`src/rtl/blit_loop_seq_pkg.sv`:
```
// blit_pkg: shared types and constants for the blit loop sequencer (BLIT_LOOP_STOP_EN adds STOPPED use)
package blit_pkg;
  localparam int CW_DEF = 16;
  localparam int IN_FIELD = 0;
  localparam int OUT_FIELD = 1;
  typedef enum logic [2:0] {IDLE, INNER, ROWEND, FIN, STOPPED} state_t;
endpackage

```
`src/rtl/blit_loop_seq_if.sv`:
```
// blit_loop_seq_if: GPU register and datapath handshake bundle; stop/resume exist only with BLIT_LOOP_STOP_EN
interface blit_loop_seq_if import blit_pkg::*; #(parameter int CW = CW_DEF);
  logic [2*CW-1:0] gpu_din;
  logic countld, go, step_ack, inner_req, outer_step, busy, done, outer0;
  logic [CW-1:0] ocount, icount;
`ifdef BLIT_LOOP_STOP_EN
  logic stop, resume;
  modport master(output gpu_din, countld, go, step_ack, stop, resume,
                 input inner_req, outer_step, busy, done, ocount, icount, outer0);
  modport slave(input gpu_din, countld, go, step_ack, stop, resume,
                output inner_req, outer_step, busy, done, ocount, icount, outer0);
`else
  modport master(output gpu_din, countld, go, step_ack,
                 input inner_req, outer_step, busy, done, ocount, icount, outer0);
  modport slave(input gpu_din, countld, go, step_ack,
                output inner_req, outer_step, busy, done, ocount, icount, outer0);
`endif
endinterface

```
`src/rtl/blit_loop_seq_dcount.sv`:
```
// blit_dcount: loadable down-counter that saturates at zero, with zero flag
module blit_dcount #(parameter int CW = 16) (
  input  logic          clk,
  input  logic          reset,
  input  logic          load,
  input  logic [CW-1:0] data,
  input  logic          dec,
  output logic [CW-1:0] count,
  output logic          zero
);
  assign zero = count == '0;
  always_ff @(posedge clk)
    if (reset) count <= '0;
    else if (load) count <= data;
    else if (dec && !zero) count <= count - 1'b1;
endmodule

```
`src/rtl/blit_loop_seq.sv`:
```
// blit_loop_seq: sequences blitter inner (pixel) and outer (row) loops; BLIT_LOOP_STOP_EN adds collision stop/resume
module blit_loop_seq import blit_pkg::*; #(parameter int CW = CW_DEF) (
  input logic clk,
  input logic reset,
  blit_loop_seq_if.slave bus
);
  state_t state, nxt;
  logic [CW-1:0] iwidth, din_i, din_o;
  logic ld, stall, izero, ozero, done_r;
  assign din_i = bus.gpu_din[IN_FIELD*CW +: CW];
  assign din_o = bus.gpu_din[OUT_FIELD*CW +: CW];
  assign ld = state == IDLE && bus.countld;
`ifdef BLIT_LOOP_STOP_EN
  state_t saved;
  assign stall = bus.stop && (state == INNER || state == ROWEND);
  always_ff @(posedge clk)
    if (reset) saved <= IDLE;
    else if (stall) saved <= state;
`else
  assign stall = 1'b0;
`endif
  always_comb begin
    nxt = state;
    case (state)
      IDLE:   if (bus.go) nxt = (ld ? din_o == '0 : ozero) ? FIN : (ld ? din_i == '0 : izero) ? ROWEND : INNER;
      INNER:  if (bus.step_ack && bus.icount == CW'(1)) nxt = ROWEND;
      ROWEND: nxt = bus.ocount == CW'(1) ? FIN : iwidth == '0 ? ROWEND : INNER;
      FIN:    nxt = IDLE;
`ifdef BLIT_LOOP_STOP_EN
      STOPPED: if (bus.resume) nxt = saved;
`endif
      default: nxt = IDLE;
    endcase
    if (stall) nxt = STOPPED;
  end
  // done is registered off FIN so it lands in the cycle busy falls
  always_ff @(posedge clk)
    if (reset) begin
      state <= IDLE;
      iwidth <= '0;
      done_r <= 1'b0;
    end else begin
      state <= nxt;
      done_r <= state == FIN;
      if (ld) iwidth <= din_i;
    end
  blit_dcount #(.CW(CW)) u_icnt (
    .clk(clk), .reset(reset),
    .load(ld || (state == ROWEND && !stall)),
    .data(ld ? din_i : iwidth),
    .dec(state == INNER && bus.step_ack && !stall),
    .count(bus.icount), .zero(izero)
  );
  blit_dcount #(.CW(CW)) u_ocnt (
    .clk(clk), .reset(reset),
    .load(ld), .data(din_o),
    .dec(state == ROWEND && !stall),
    .count(bus.ocount), .zero(ozero)
  );
  assign bus.inner_req = state == INNER;
  assign bus.outer_step = state == ROWEND && !stall;
  assign bus.busy = state != IDLE;
  assign bus.done = done_r;
  assign bus.outer0 = ozero;
endmodule

```
`src/flat_wrapper.sv`:
```
// flat-port wrapper written by rule: the top's interface ports become plain ports
module blit_loop_seq_flat import blit_pkg::*;
#(parameter int CW = CW_DEF)
  (clk, reset, bus_gpu_din, bus_countld, bus_go, bus_step_ack, bus_inner_req, bus_outer_step, bus_busy, bus_done, bus_ocount, bus_icount, bus_outer0);
  blit_loop_seq_if #(.CW(CW)) bus_i ();
  input logic clk;
  input logic reset;
  input wire logic [$bits(bus_i.gpu_din)-1:0] bus_gpu_din;
  input wire logic [$bits(bus_i.countld)-1:0] bus_countld;
  input wire logic [$bits(bus_i.go)-1:0] bus_go;
  input wire logic [$bits(bus_i.step_ack)-1:0] bus_step_ack;
  output wire logic [$bits(bus_i.inner_req)-1:0] bus_inner_req;
  output wire logic [$bits(bus_i.outer_step)-1:0] bus_outer_step;
  output wire logic [$bits(bus_i.busy)-1:0] bus_busy;
  output wire logic [$bits(bus_i.done)-1:0] bus_done;
  output wire logic [$bits(bus_i.ocount)-1:0] bus_ocount;
  output wire logic [$bits(bus_i.icount)-1:0] bus_icount;
  output wire logic [$bits(bus_i.outer0)-1:0] bus_outer0;
  assign bus_i.gpu_din = bus_gpu_din;
  assign bus_i.countld = bus_countld;
  assign bus_i.go = bus_go;
  assign bus_i.step_ack = bus_step_ack;
  assign bus_inner_req = bus_i.inner_req;
  assign bus_outer_step = bus_i.outer_step;
  assign bus_busy = bus_i.busy;
  assign bus_done = bus_i.done;
  assign bus_ocount = bus_i.ocount;
  assign bus_icount = bus_i.icount;
  assign bus_outer0 = bus_i.outer0;
  blit_loop_seq #(.CW(CW)) u_core (.clk(clk), .reset(reset), .bus(bus_i));
endmodule
```
`config.mk`:
```
export PLATFORM = sky130hd
export DESIGN_NAME = blit_loop_seq_flat
export DESIGN_NICKNAME = d
export VERILOG_FILES = /design/src/rtl/blit_loop_seq_pkg.sv /design/src/rtl/blit_loop_seq_if.sv /design/src/rtl/blit_loop_seq_dcount.sv /design/src/rtl/blit_loop_seq.sv /design/src/flat_wrapper.sv
export SDC_FILE = /design/constraint.sdc
export NUM_CORES = 1
export LEC_CHECK = 0
export CAP_MARGIN = 5
export CORE_MARGIN = 5
export CORE_UTILIZATION = 53
export DETAILED_ROUTE_END_ITERATION = 8
export GPL_TIMING_DRIVEN = 0
export PLACE_DENSITY_LB_ADDON = 0.2
export SLEW_MARGIN = 20
export SYNTH_ARGS = -nofsm -noshare
export SYNTH_HDL_FRONTEND = slang
export SYNTH_HIERARCHICAL = 1
export SYNTH_SLANG_ARGS = --single-unit
```
`constraint.sdc`:
```
create_clock -name clk -period 3.3 [get_ports clk]
set_input_delay 0.825 -clock clk [delete_from_list [all_inputs] [get_ports clk]]
set_output_delay 0.825 -clock clk [all_outputs]
set_load 0.05 [all_outputs]
```
Word level (Yosys, flattened, before mapping)
Cells that the tools add are included.
Widths: inputs -> output; s select.
{ "totals": {"elab_cells": 46, "in_bits": 37, "regBits": 52, "output_inout_bits": 37} }
{ "classes": {"mux": 14, "eq_ne": 7, "reduce_logical": 18, "n_addsub": 2} }
{ "op_table": {"columns": ["operator", "count"], "rows": [
  ["$logic_not 16->1", 5],
  ["$mux 16", 5],
  ["$eq 16x1->1 const B", 2],
  ["$sub 16x1->16 const B", 2],
  ["$mux 3", 4],
  ["$pmux 3 s3", 1],
  ["$eq 3x2->1 const B", 2],
  ["$logic_and 1x1->1", 5],
  ["$mux 2", 2],
  ["$reduce_bool 2->1", 2],
  ["$eq 3x1->1 const B", 1],
  ["$logic_not 3->1", 1],
  ["$reduce_bool 3->1", 1],
  ["$logic_not 1->1", 2],
  ["$mux 1", 2],
  ["$ne 2x1->1 const B", 1],
  ["$ne 2x2->1 const B", 1],
  ["$reduce_and 2->1", 1],
  ["$logic_or 1x1->1", 1]
]} }

Longest topological paths before layout
Gate-level depths: netlist of the first run.
{ "depth": {"word_depth": 7, "ltp_mapped": 8, "depth_no_buf": 7} }

Hierarchy
The synthesis of the first run kept the hierarchy.
{ "modules_own_cells": {"columns": ["module", "seq_area_each_um2", "area_each_um2", "cells_each", "n_inst"], "rows": [
  ["blit_dcount", 320.3, 944.7, 114, 2],
  ["blit_loop_seq", 380.4, 1014.7, 105, 1]
]} }

Least setup slack after synthesis of the first run
OpenSTA, ideal clock, no wires.
{ "synth_path": {"kind": "register to register", "start": "reg u_core.state[0]", "end": "reg u_core.u_icnt.count[4]", "path_stages_with_launch": 6, "slack_ps": 655, "setup_ps": 91, "arrival_ps": 2554, "n_path_buf": 0, "t_required_ps": 3209, "synth_period_minus_slack_ps": 2645, "path_cell_list": "dfxtp_1 nor2b_1 and2_1 or4bb_1 or3_2 a311oi_1"} }
{ "synth_between": {"elab_chain_len": 4, "word_cells_on_any_way": 10, "cone_classes": "2 x eq/ne; 2 x mux; 6 x reduce/logical"} }
{ "synth_lines": {"columns": ["element", "line", "rtl"], "rows": [
  ["from (decl)", "blit_loop_seq.sv:7", "state_t state, nxt;"],
  ["from (signal assigned)", "blit_loop_seq.sv:43", "state <= nxt;"],
  ["$eq 3x1->1", null, null],
  ["via bus_inner_req", "flat_wrapper.sv:12", "output wire logic [$bits(bus_i.inner_req)-1:0] bus_inner_req;"],
  ["$logic_and 1x1->1", "blit_loop_seq.sv:51", ".dec(state == INNER && bus.step_ack && !stall),"],
  ["$logic_and 1x1->1", "blit_loop_seq_dcount.sv:15", "else if (dec && !zero) count <= count - 1'b1;"],
  ["$reduce_bool 2->1 (no line)", null, null],
  ["to (signal assigned)", "blit_loop_seq_dcount.sv:14", "else if (load) count <= data;"],
  ["to (signal assigned)", "blit_loop_seq_dcount.sv:15", null],
  ["to (decl)", "blit_loop_seq_dcount.sv:8", "output logic [CW-1:0] count,"]
]} }
The timed path passes the listed nets, and every way through them passes these cells.
A chain may end at the register's enable or synchronous reset.

Final worst setup path of the first run
{ "layout_path": {"start": "reg u_core.u_ocnt.count[3]", "end": "out bus_outer0"} }
{ "layout_between": {"elab_chain_len": 1} }
{ "layout_lines": {"columns": ["element", "line", "rtl"], "rows": [
  ["from (decl)", "blit_loop_seq_dcount.sv:8", null],
  ["from (signal assigned)", "blit_loop_seq_dcount.sv:14", null],
  ["from (signal assigned)", "blit_loop_seq_dcount.sv:15", null],
  ["$logic_not 16->1", "blit_loop_seq_dcount.sv:11", "assign zero = count == '0;"],
  ["to (decl)", "flat_wrapper.sv:18", "output wire logic [$bits(bus_i.outer0)-1:0] bus_outer0;"]
]} }
Every way passes these cells.

==> results.txt, run 1 <==
----------------------------------------------------
[Status]
  Run status ... completed

[Timing]
  Timing-limited maximum frequency ... 311 MHz
  Hold slack ... 509 ps
  Slew at the pin closest to its max-slew limit ... 645 ps
  Min Clock Period, post-route ... 3210 ps
  Number of setup violations in the final report ... 0
  RSZ-0062 raised after global routing ... no
  Max-slew headroom ... 56.7%
  Final period util ... 97.4%
  Setup slack after layout ... 86.2 ps
  Clock skew after layout ... 6.23 ps
  Number of failing hold endpoints at the final stage ... 0
  Max-slew violations ... 0

[Clock tree]
  Number of clock buffers inserted by TritonCTS ... 5
  Maximum count of clock buffers along a single path ... 2
  Level count of the clock H-tree ... 2
  Clock-pin slew of the registers on the worst-case setup and hold paths ... 100 ps
  CTS sink count ... 51
  Clock tree from TritonCTS ... built
  Skew-Pair Late Insertion Delay ... 310 ps
  Clock root cell ... clkbuf_8

[Global routing]
  Global-route track usage on met1 ... 33.2%
  Residual overflow from global routing ... 0
  Met3 Use GR ... 4.74%
  Wire length of the first global-routing pass ... 14.0 mm
  Initial antenna violation count ... 0
  Number of global-route vias before repair ... 2776
  Overall routing resource usage ... 24.3%
  Gr busiest metal ... met2
  Met2 Use GR ... 38.3%
  Maximum number of pins on one net before global-route repair ... 17

[Power and ir drop]
  Final total power ... 0.00397 W
  Worst-case vdd ir drop ... 1.02 mV
  Pwr per Cell Area ... 1040 nW/um^2
  Leakage power of the design ... 1.33 nW

[Drt]
  Detailed-route via count ... 2976
  Wire length per cell after detailed routing ... 17.8 um
  Drt first-iter violations ... 168
  Antenna Nets Post-Route ... 0
  Total detailed-routing wirelength ... 8.63 mm
  Post-route DRC ... 0
  First-pass iteration count of the detailed router ... 5
  Detail-routed via count per cell ... 6.12

[Critical path]
  Class of the most critical setup path ... flip-flop to output port
  Element type at the critical path start ... flip-flop
  Highest cell delay on the worst timing path ... 600 ps
  Critical-path maximum fanout ... 12
  Endpoint type of the worst setup path ... output port
  Crit path cell chain ... nor4_1, and4bb_2, buf_6, clkdlybuf4s15_1
  Register-to-register setup slack ... 830 ps
  Arrival time worst endpoint ... 2390 ps
  Data required, critical path ... 2470 ps
  Worst-path cell with the longest stage delay ... nor4_1

[Min path]
  Class of the most critical hold timing path ... flip-flop to flip-flop

[Logic synthesis]
  Mean cell area of the mapped netlist ... 8.72 um^2
  Post-Syn Area ... 2900 um^2
  Cell variety after synth ... 49
  Synthesis warning total ... 6
  Synthesized flop and latch total ... 51
  Sequential element share of the synthesized area ... 35.2%
  Post-synth net total ... 372
  Top FF cell, synth ... dfxtp_1
  Async SR Flop Fraction ... 0%
  Number of enable flip-flop cells after synthesis ... 0
  Number of cells produced by synthesis ... 333

[Floorplan]
  Die area ... 7060 um^2
  Core Footprint ... 5410 um^2
  Total I/O pin count ... 74
  Vertical die dimension ... 84.0 um
  Placement Rows ... 27
  Horizontal extent of the die ... 84.0 um
  Effective utilization at floorplan ... 53.7%

[Placement]
  Final HPWL from detailed placement ... 6.59 mm
  Post-place instance area ... 3720 um^2
  Port-buffer cells ... 73
  Pre-CTS setup slack ... -255 ps
  Routability Congestion ... 0.965
  Total placed cells including tap cells ... 478

[Finish]
  Fin nets ... 452
  Fraction of layout instances using a drive strength above 1 ... 10.9%
  Final design area excluding fillers ... 3820 um^2
  Diode insertion count for antenna repair ... 0
  Fin cells ... 486
  Signed area change from the synthesized netlist to the final layout ... 31.5%

[Flow run]
  # Max-Cap Violations ... 0

----------------------------------------------------
-- worst paths after layout --
| kind | from | to | cells after the start |
|---|---|---|---|
| max | u_core/u_ocnt/count[3] | bus_outer0 | 4 |
| min | u_core/state[1] | u_core/bus.done | 2 |
| max reg2reg | u_core/state[1] | u_core/u_icnt/count[0] | 7 |
| min reg2reg | u_core/state[1] | u_core/bus.done | 2 |
-- repair_timing --
item                                    4_1_cts  5_1_grt
hold buffers                                  0        0
endpoints found under the setup margin        1       16
setup buffers                                 0        0
resized for setup                             1        3
-- synthesized netlist by cell type (7+ instances only) --
library cell | instances | area share, %
nor2_1 | 36 | 4.7
nand2_1 | 20 | 2.6
xnor2_1 | 16 | 4.8
mux2_1 | 7 | 2.7
dfxtp_1 | 51 | 35
a21oi_1 | 13 | 2.2
nor2b_1 | 22 | 4.7
mux2_2 | 9 | 3.5
a211oi_1 | 14 | 3.6
nor4_1 | 23 | 5.0
nor3_1 | 14 | 2.4
-- power breakdown --
part	leakage (nW)	internal (W)	switching (W)	total (W)
sequential	0.421	0.000825	0.000322	0.00115
clock	0.0483	0.000150	0.000219	0.000369
combinational	0.863	0.000966	0.00148	0.00245
total	1.33	0.00194	0.00203	0.00397
-- critical path: cells and delay by family (launching register included) --
kind / cells / cell delay [ps]
flops: 1 / 390
simple gates: 2 / 990
buf+inv: 2 / 690
-- stage by stage --
stage	TNS [ps]	utilization (%)
after detailed placement	-2790	68.9
after global routing	0	70.6
after global placement	-1760	68.9
after floorplan	0	-
final	0	70.6
after CTS	0	70.5
-- state kept, by name, indices dropped and copies added, names as in the netlist --
register             count
u_core/iwidth           16
u_core/u_icnt/count     16
u_core/state             2
u_core/bus.done          1
u_core/u_ocnt/count     16
-- metal layers --
metal / part of all wire, % / wire length, um
met5: 0 / 0
met1: 45 / 3870
met4: 1.5 / 132
met2: 45 / 3920
met3: 8.3 / 718
-- layout by cell type, fill, tap and decap left out, types with 3 or more instances in the layout --
cell type and count:
clkdlybuf4s50_1 72, dfxtp_1 51, nor2_1 36, nor4_1 23, nor2b_1 22, nand2_1 20, xnor2_1 16, a211oi_1 14
nor3_1 14, a21oi_1 13, mux2_2 9, clkbuf_8 7, mux2_1 7, inv_1 6, nor3b_1 6, clkbuf_1 6
nand4_1 6, o21bai_1 6, o21ai_0 6, a311oi_1 6, or3_2 6, nand3_1 5, o221ai_1 4, o21ai_2 4
clkdlybuf4s15_1 3, and4bb_2 3, or3_1 3
-- cell type report --
cell class	instances	area, um^2
Sequential cell	51	1020
Multi-Input combinational cell	260	1750
Clock inverter	3	18.8
Inverter	8	33.8
Tap cell	72	90.1
Fill cell	462	1590
Timing Repair Buffer	73	731
Clock buffer	5	68.8
Buffer	14	103
-- cells by family (layout without fill, tap and decap cells) --
| logic type | count (synthesis) | in the layout | share of synthesized area [%] |
|---|---|---|---|
| fa+ha+maj | 2 | 2 | 0.862 |
| xor+xnor | 16 | 16 | 4.83 |
| compound gates | 61 | 61 | 15.3 |
| simple gates | 163 | 163 | 32.4 |
| mux | 18 | 18 | 6.89 |
| flops | 51 | 51 | 35.2 |
| buf+inv | 22 | 103 | 4.57 |
(Power assumes the default switching activity.)
==> inputs of run 2 (changes only) <==
- CORE_MARGIN: 5 -> unset
==> run 2 against run 1 <==
  * Sequential power about the same
  * Design area is 0.52% higher
  * Hold slack improved by 12 ps
  * Clock-buffer cell count up 1
  * Total power is 1.5% higher
  * Highest routed layer unchanged
==> results.txt, run 2 (synthesized netlist as in run 1, its figures left out) <==
----------------------------------------------------
[Status]
  Run status ... completed (unchanged)

[Power and ir drop]
  Net switching power ... 0.00201 W (was 0.00203 W)
  Leakage power of the design ... 1.34 nW (was 1.33 nW)
  Pwr per Cell Area ... 1050 nW/um^2 (was 1040 nW/um^2)
  Internal portion of total power ... 0.00202 W (was 0.00194 W)
  Final total power ... 0.00403 W (was 0.00397 W)
  Net Sw Frac ... 49.9% (was 51.1%)
  Clock network power share ... 10.5% (was 9.3%)
  Worst-case vdd ir drop ... 1.05 mV (was 1.02 mV)
  Combinational fraction of design power ... 60.9% (was 61.8%)
  Sequential fraction of design power ... 28.6% (was 28.9%)

[Floorplan]
  Placement Rows ... 26 (was 27)
  Effective utilization at floorplan ... 55.8% (was 53.7%)
  Die area ... 5780 um^2 (was 7060 um^2)
  Core Footprint ... 5200 um^2 (was 5410 um^2)
  Vertical die dimension ... 76.0 um (was 84.0 um)
  Horizontal extent of the die ... 76.0 um (was 84.0 um)
  Total I/O pin count ... 74 (unchanged)

[Placement]
  Total placed cells including tap cells ... 476 (was 478)
  Final HPWL from detailed placement ... 6.24 mm (was 6.59 mm)
  Port-buffer cells ... 73 (unchanged)
  Post-place instance area ... 3720 um^2 (about the same)
  Routability Congestion ... 0.964 (was 0.965)
  Pre-CTS setup slack ... -192 ps (was -255 ps)

[Finish]
  Signed area change from the synthesized netlist to the final layout ... 32.2% (was 31.5%)
  Commonest cells after routing, fill and taps aside ... clkdlybuf4s50_1, dfxtp_1, nor2_1 (unchanged)
  Commonest non-fill, non-tap cell in the layout ... clkdlybuf4s50_1 (unchanged)
  Diode insertion count for antenna repair ... 0 (unchanged)
  Fin nets ... 452 (unchanged)
  Utilization of the core after routing ... 73.8% (was 70.6%)
  Fraction of layout instances using a drive strength above 1 ... 10.7% (was 10.9%)
  Final design area excluding fillers ... 3840 um^2 (was 3820 um^2)
  Final-layout fill cell count ... 401 (was 462)
  Registers with the most flip-flops ... u_core/iwidth (16), u_core/u_icnt/count (16), u_core/u_ocnt/count (16) (unchanged)
  Fin cells ... 483 (was 486)

[Timing]
  Clock skew after layout ... 5.38 ps (was 6.23 ps)
  RSZ-0062 raised after global routing ... no (unchanged)
  Min Clock Period, post-route ... 3230 ps (was 3210 ps)
  Max-slew headroom ... 55.0% (was 56.7%)
  Slew at the pin closest to its max-slew limit ... 671 ps (was 645 ps)
  Number of setup violations in the final report ... 0 (unchanged)
  Timing-limited maximum frequency ... 309 MHz (was 311 MHz)
  Max-slew violations ... 0 (unchanged)
  Setup slack after layout ... 66.9 ps (was 86.2 ps)
  Final period util ... 98.0% (was 97.4%)
  Number of failing hold endpoints at the final stage ... 0 (unchanged)

[Drt]
  Antenna Nets Post-Route ... 0 (unchanged)
  Met3 layer wire length in the routed design ... 733 um (was 718 um)
  Detailed-route wire length on metal 1 ... 3.79 mm (was 3.87 mm)
  Met2 WL post-DR ... 3.73 mm (was 3.92 mm)
  First-pass iteration count of the detailed router ... 5 (unchanged)
  Detailed-route via count ... 3013 (was 2976)
  Drt first-iter violations ... 339 (was 168)
  Top layer used by detailed routing ... met4 (unchanged)
  Wire length per cell after detailed routing ... 17.3 um (was 17.8 um)
  Total detailed-routing wirelength ... 8.37 mm (was 8.63 mm)
  Detail-routed via count per cell ... 6.24 (was 6.12)
  Post-route DRC ... 0 (unchanged)

[Global routing]
  Maximum number of pins on one net before global-route repair ... 17 (unchanged)
  Overall routing resource usage ... 29.1% (was 24.3%)
  Number of global-route vias before repair ... 2709 (was 2776)
  Initial antenna violation count ... 0 (unchanged)
  Wire length of the first global-routing pass ... 13.5 mm (was 14.0 mm)
  Residual overflow from global routing ... 0 (unchanged)

[Critical path]
  Data required, critical path ... 2470 ps (about the same)
  Critical-path maximum fanout ... 12 (unchanged)
  Arrival time worst endpoint ... 2410 ps (was 2390 ps)
  Element type at the critical path start ... flip-flop (unchanged)
  Class of the most critical setup path ... flip-flop to output port (unchanged)
  Endpoint type of the worst setup path ... output port (unchanged)

[Min path]
  Class of the most critical hold timing path ... flip-flop to flip-flop (unchanged)

[Clock tree]
  Clock-pin slew of the registers on the worst-case setup and hold paths ... 90 ps (was 100 ps)
  Skew-Pair Late Insertion Delay ... 300 ps (was 310 ps)
  Number of clock buffers inserted by TritonCTS ... 5 (unchanged)
  CTS sink count ... 51 (unchanged)
  Maximum count of clock buffers along a single path ... 2 (unchanged)
  CTS hold repair buffers ... 0 (unchanged)
  Clock root cell ... clkbuf_8 (unchanged)
  Level count of the clock H-tree ... 2 (unchanged)
  Clock tree from TritonCTS ... built (unchanged)

[Flow run]
  # Max-Cap Violations ... 0 (unchanged)

----------------------------------------------------
## run 2: metal layers
metal | vias to the layer above | GRT usage, %
met5 | - | 0
met4 | 0 | 10.0
met3 | 16 | 4.79
met2 | 148 | 43.8
met1 | 1447 | 42.1
li1 | 1402 | -
## run 2: layout make-up
cell class	count	area (um^2)	area share [%]
inverters	8	33.8	0.880
repair buffers	73	729	19.0
flip-flops and latches	51	1020	26.6
clock buffers	6	72.6	1.89
plain buffers	14	105	2.74
well taps	70	87.6	2.28
multi-input cells	260	1760	45.8
clock inverters	1	30.0	0.782
## run 2: power groups by stage
stage | combinational, W | clock [W] | sequential (W)
finish | 0.00245 | 0.000423 | 0.00115
global route | 0.00259 | 0.000447 | 0.00119
CTS | 0.00240 | 0.000426 | 0.00114
detailed placement | 0.00239 | 0 | 0.00115
global placement | 0.00236 | 0 | 0.00114
floorplan | 0.00120 | 0 | 0.00162
## run 2: worst max-delay path, stage by stage, from the launching register on
cell,delay (ps)
dfxtp_1,390
or4_1,600
and4bb_2,400
buf_6,180
dlygate4sd2_1,540
## run 2: final timing paths
check | cells past startpoint | start | slack [ps] | to
worst min register to register | 2 | u_core/state[1] | 520 | u_core/bus.done
worst min-delay path | 2 | u_core/state[1] | 520 | u_core/bus.done
worst max register to register | 7 | u_core/state[1] | 960 | u_core/u_icnt/count[5]
worst max-delay path | 4 | u_core/u_ocnt/count[10] | 70 | bus_outer0
## run 2: repair_timing
| item | CTS | global route |
|---|---|---|
| hold endpoints to repair | 0 | 0 |
| gates resized for setup | 1 | 4 |
| setup buffers | 0 | 0 |
| endpoints found under the setup margin | 1 | 9 |
## run 2: through the flow
step           hold slack (ps)  TNS [ps]
3_3_place_gp               513     -1240
3_5_place_dp               510     -2140
5_1_grt                    551         0
4_1_cts                    524         0
6_report                   522         0
2_1_floorplan              457         0
==> inputs of run 3 (changes only) <==
- RECOVER_POWER: unset -> 100
- SLEW_MARGIN: 20 -> unset
==> run 3 against run 2 <==
  * Critical path type unchanged
  * Global-route usage unchanged
  * Die area unchanged
  * Critical endpoint unchanged
  * Non-clock buffer count stayed put
==> results.txt, run 3 (synthesized netlist as in run 1, its figures left out) <==
----------------------------------------------------
[Critical path]
  Crit path cell chain ... or4_1, and4bb_2, buf_6, dlygate4sd2_1 (unchanged)
  Class of the most critical setup path ... flip-flop to output port (unchanged)
  Worst-path cell with the longest stage delay ... or4_1 (unchanged)
  Critical-path maximum fanout ... 12 (unchanged)
  Arrival time worst endpoint ... 2400 ps (was 2410 ps)
  Data required, critical path ... 2470 ps (about the same)
  Dominant delay contributor by cell family on the critical path ... simple AND/OR/NAND/NOR gates (unchanged)
  Element type at the critical path start ... flip-flop (unchanged)
  Number of buffers and inverters on the critical path ... 2 (unchanged)
  Endpoint type of the worst setup path ... output port (unchanged)
  Highest cell delay on the worst timing path ... 590 ps (was 600 ps)

[Drt]
  First-pass iteration count of the detailed router ... 5 (unchanged)
  Antenna Nets Post-Route ... 0 (unchanged)
  Drt first-iter violations ... 323 (was 339)
  Detailed-route via count ... 2998 (was 3013)
  Post-route DRC ... 0 (unchanged)
  Total detailed-routing wirelength ... 8.34 mm (was 8.37 mm)
  Detail-routed via count per cell ... 6.21 (was 6.24)
  Wire length per cell after detailed routing ... 17.3 um (about the same)

[Timing]
  Final period util ... 97.7% (was 98.0%)
  Min Clock Period, post-route ... 3220 ps (was 3230 ps)
  Slew at the pin closest to its max-slew limit ... 661 ps (was 671 ps)
  Max-slew violations ... 0 (unchanged)
  Timing-limited maximum frequency ... 310 MHz (was 309 MHz)
  RSZ-0062 raised after global routing ... no (unchanged)
  Number of failing hold endpoints at the final stage ... 0 (unchanged)
  Max-slew headroom ... 55.6% (was 55.0%)
  Number of setup violations in the final report ... 0 (unchanged)
  Clock skew after layout ... 3.92 ps (was 5.38 ps)
  Hold slack ... 522 ps (about the same)

[Clock tree]
  CTS sink count ... 51 (unchanged)
  Clock-pin slew of the registers on the worst-case setup and hold paths ... 90 ps (about the same)
  CTS hold repair buffers ... 0 (unchanged)
  Setup Buffers After CTS ... 0 (unchanged)
  Clock tree from TritonCTS ... built (unchanged)
  Clock root cell ... clkbuf_8 (unchanged)
  Number of clock buffers inserted by TritonCTS ... 5 (unchanged)
  Skew-Pair Late Insertion Delay ... 300 ps (about the same)
  Maximum count of clock buffers along a single path ... 2 (unchanged)
  Level count of the clock H-tree ... 2 (unchanged)

[Floorplan]
  Placement Rows ... 26 (unchanged)
  Total I/O pin count ... 74 (unchanged)
  Vertical die dimension ... 76.0 um (unchanged)
  Die area ... 5780 um^2 (unchanged)
  Core Footprint ... 5200 um^2 (unchanged)
  Effective utilization at floorplan ... 55.8% (unchanged)
  Horizontal extent of the die ... 76.0 um (unchanged)

[Placement]
  Routability Congestion ... 0.964 (unchanged)
  Final HPWL from detailed placement ... 6.24 mm (unchanged)
  Port-buffer cells ... 73 (unchanged)

[Power and ir drop]
  Leakage power of the design ... 1.42 nW (was 1.34 nW)
  Final total power ... 0.00394 W (was 0.00403 W)
  Pwr per Cell Area ... 1030 nW/um^2 (was 1050 nW/um^2)
  Worst-case vdd ir drop ... 0.996 mV (was 1.05 mV)

[Min path]
  Class of the most critical hold timing path ... flip-flop to flip-flop (unchanged)

[Finish]
  Fin nets ... 452 (unchanged)
  Signed area change from the synthesized netlist to the final layout ... 31.5% (was 32.2%)
  Fraction of layout instances using a drive strength above 1 ... 10.4% (was 10.7%)
  Commonest cells after routing, fill and taps aside ... dfxtp_1, dlygate4sd3_1, nor2_1 (was clkdlybuf4s50_1, dfxtp_1, nor2_1)
  Commonest non-fill, non-tap cell in the layout ... dfxtp_1 (was clkdlybuf4s50_1)
  Diode insertion count for antenna repair ... 0 (unchanged)
  Final-layout fill cell count ... 404 (was 401)
  Registers with the most flip-flops ... u_core/iwidth (16), u_core/u_icnt/count (16), u_core/u_ocnt/count (16) (unchanged)

[Global routing]
  Overall routing resource usage ... 29.1% (unchanged)
  Number of global-route vias before repair ... 2709 (unchanged)
  Maximum number of pins on one net before global-route repair ... 17 (unchanged)
  Residual overflow from global routing ... 0 (unchanged)
  Wire length of the first global-routing pass ... 13.5 mm (unchanged)
  Initial antenna violation count ... 0 (unchanged)

[Status]
  Run status ... completed (unchanged)

[Flow run]
  # Max-Cap Violations ... 0 (unchanged)

----------------------------------------------------
==> run 3: cell count changes in the layout (fill, tap and decap cells not counted), sizes merged <==
cell and delta:
clkdlybuf4s50 -38, dlygate4sd3 +38
==> run 3: where the power goes <==
part,internal [W],switching (W)
clock,0.000223,0.000201
sequential,0.000825,0.000318
combinational,0.000890,0.00148
==> run 3: layout make-up <==
class / instances / area, um^2 / share of cell area, %
Timing Repair Buffer: 73 / 729 / 19.1
Buffer: 14 / 86.3 / 2.26
Tap cell: 70 / 87.6 / 2.29
Multi-Input combinational cell: 260 / 1760 / 46.1
Clock buffer: 6 / 72.6 / 1.90
Inverter: 8 / 33.8 / 0.884
Sequential cell: 51 / 1020 / 26.7
Clock inverter: 1 / 30.0 / 0.786
==> run 3: worst paths after layout <==
check / slack (ps) / depth (start not counted) / start / to
worst max-delay path: 80 / 4 / u_core/u_ocnt/count[10] / bus_outer0
worst min-delay path: 520 / 2 / u_core/state[1] / u_core/bus.done
worst max register to register: 990 / 7 / u_core/state[1] / u_core/u_icnt/count[5]
worst min register to register: 520 / 2 / u_core/state[1] / u_core/bus.done
==> run 3: routing by layer <==
layer | GRT usage [%] | share of wire [%] | vias to the layer above | wire, um
li1 | - | - | 1397 | -
met1 | 42.1 | 45 | 1437 | 3770
met2 | 43.8 | 45 | 144 | 3730
met3 | 4.79 | 8.4 | 20 | 698
met4 | 10.0 | 1.7 | 0 | 141
met5 | 0 | 0 | - | 0
==> run 3: what timing repair did <==
action,in CTS,in global routing
endpoints found under the setup margin,1,9
gates resized for setup,1,4
pin swaps,0,0
==> run 3: worst register-to-register path, stage by stage (launching register included) <==
cell        delay (ps)
dfxtp_1            360
nor3b_1            190
buf_2              280
clkbuf_4           330
nand2b_2           270
clkinvlp_4         220
clkbuf_1           300
a211oi_1           280
==> run 3: per-stage QoR <==
stage / setup WS, ps / utilization, % / std cells / instance area [um^2] / TNS, ps
finish: 76.6 / 73.4 / 483 / 3820 / 0
global route: 28.8 / 73.4 / 483 / 3820 / 0
CTS: 89.9 / 73.5 / 483 / 3820 / 0
detailed placement: -192 / 71.5 / 476 / 3720 / -2140
global placement: -151 / 71.5 / 476 / 3720 / -1240
floorplan: 655 / - / 333 / 2900 / 0
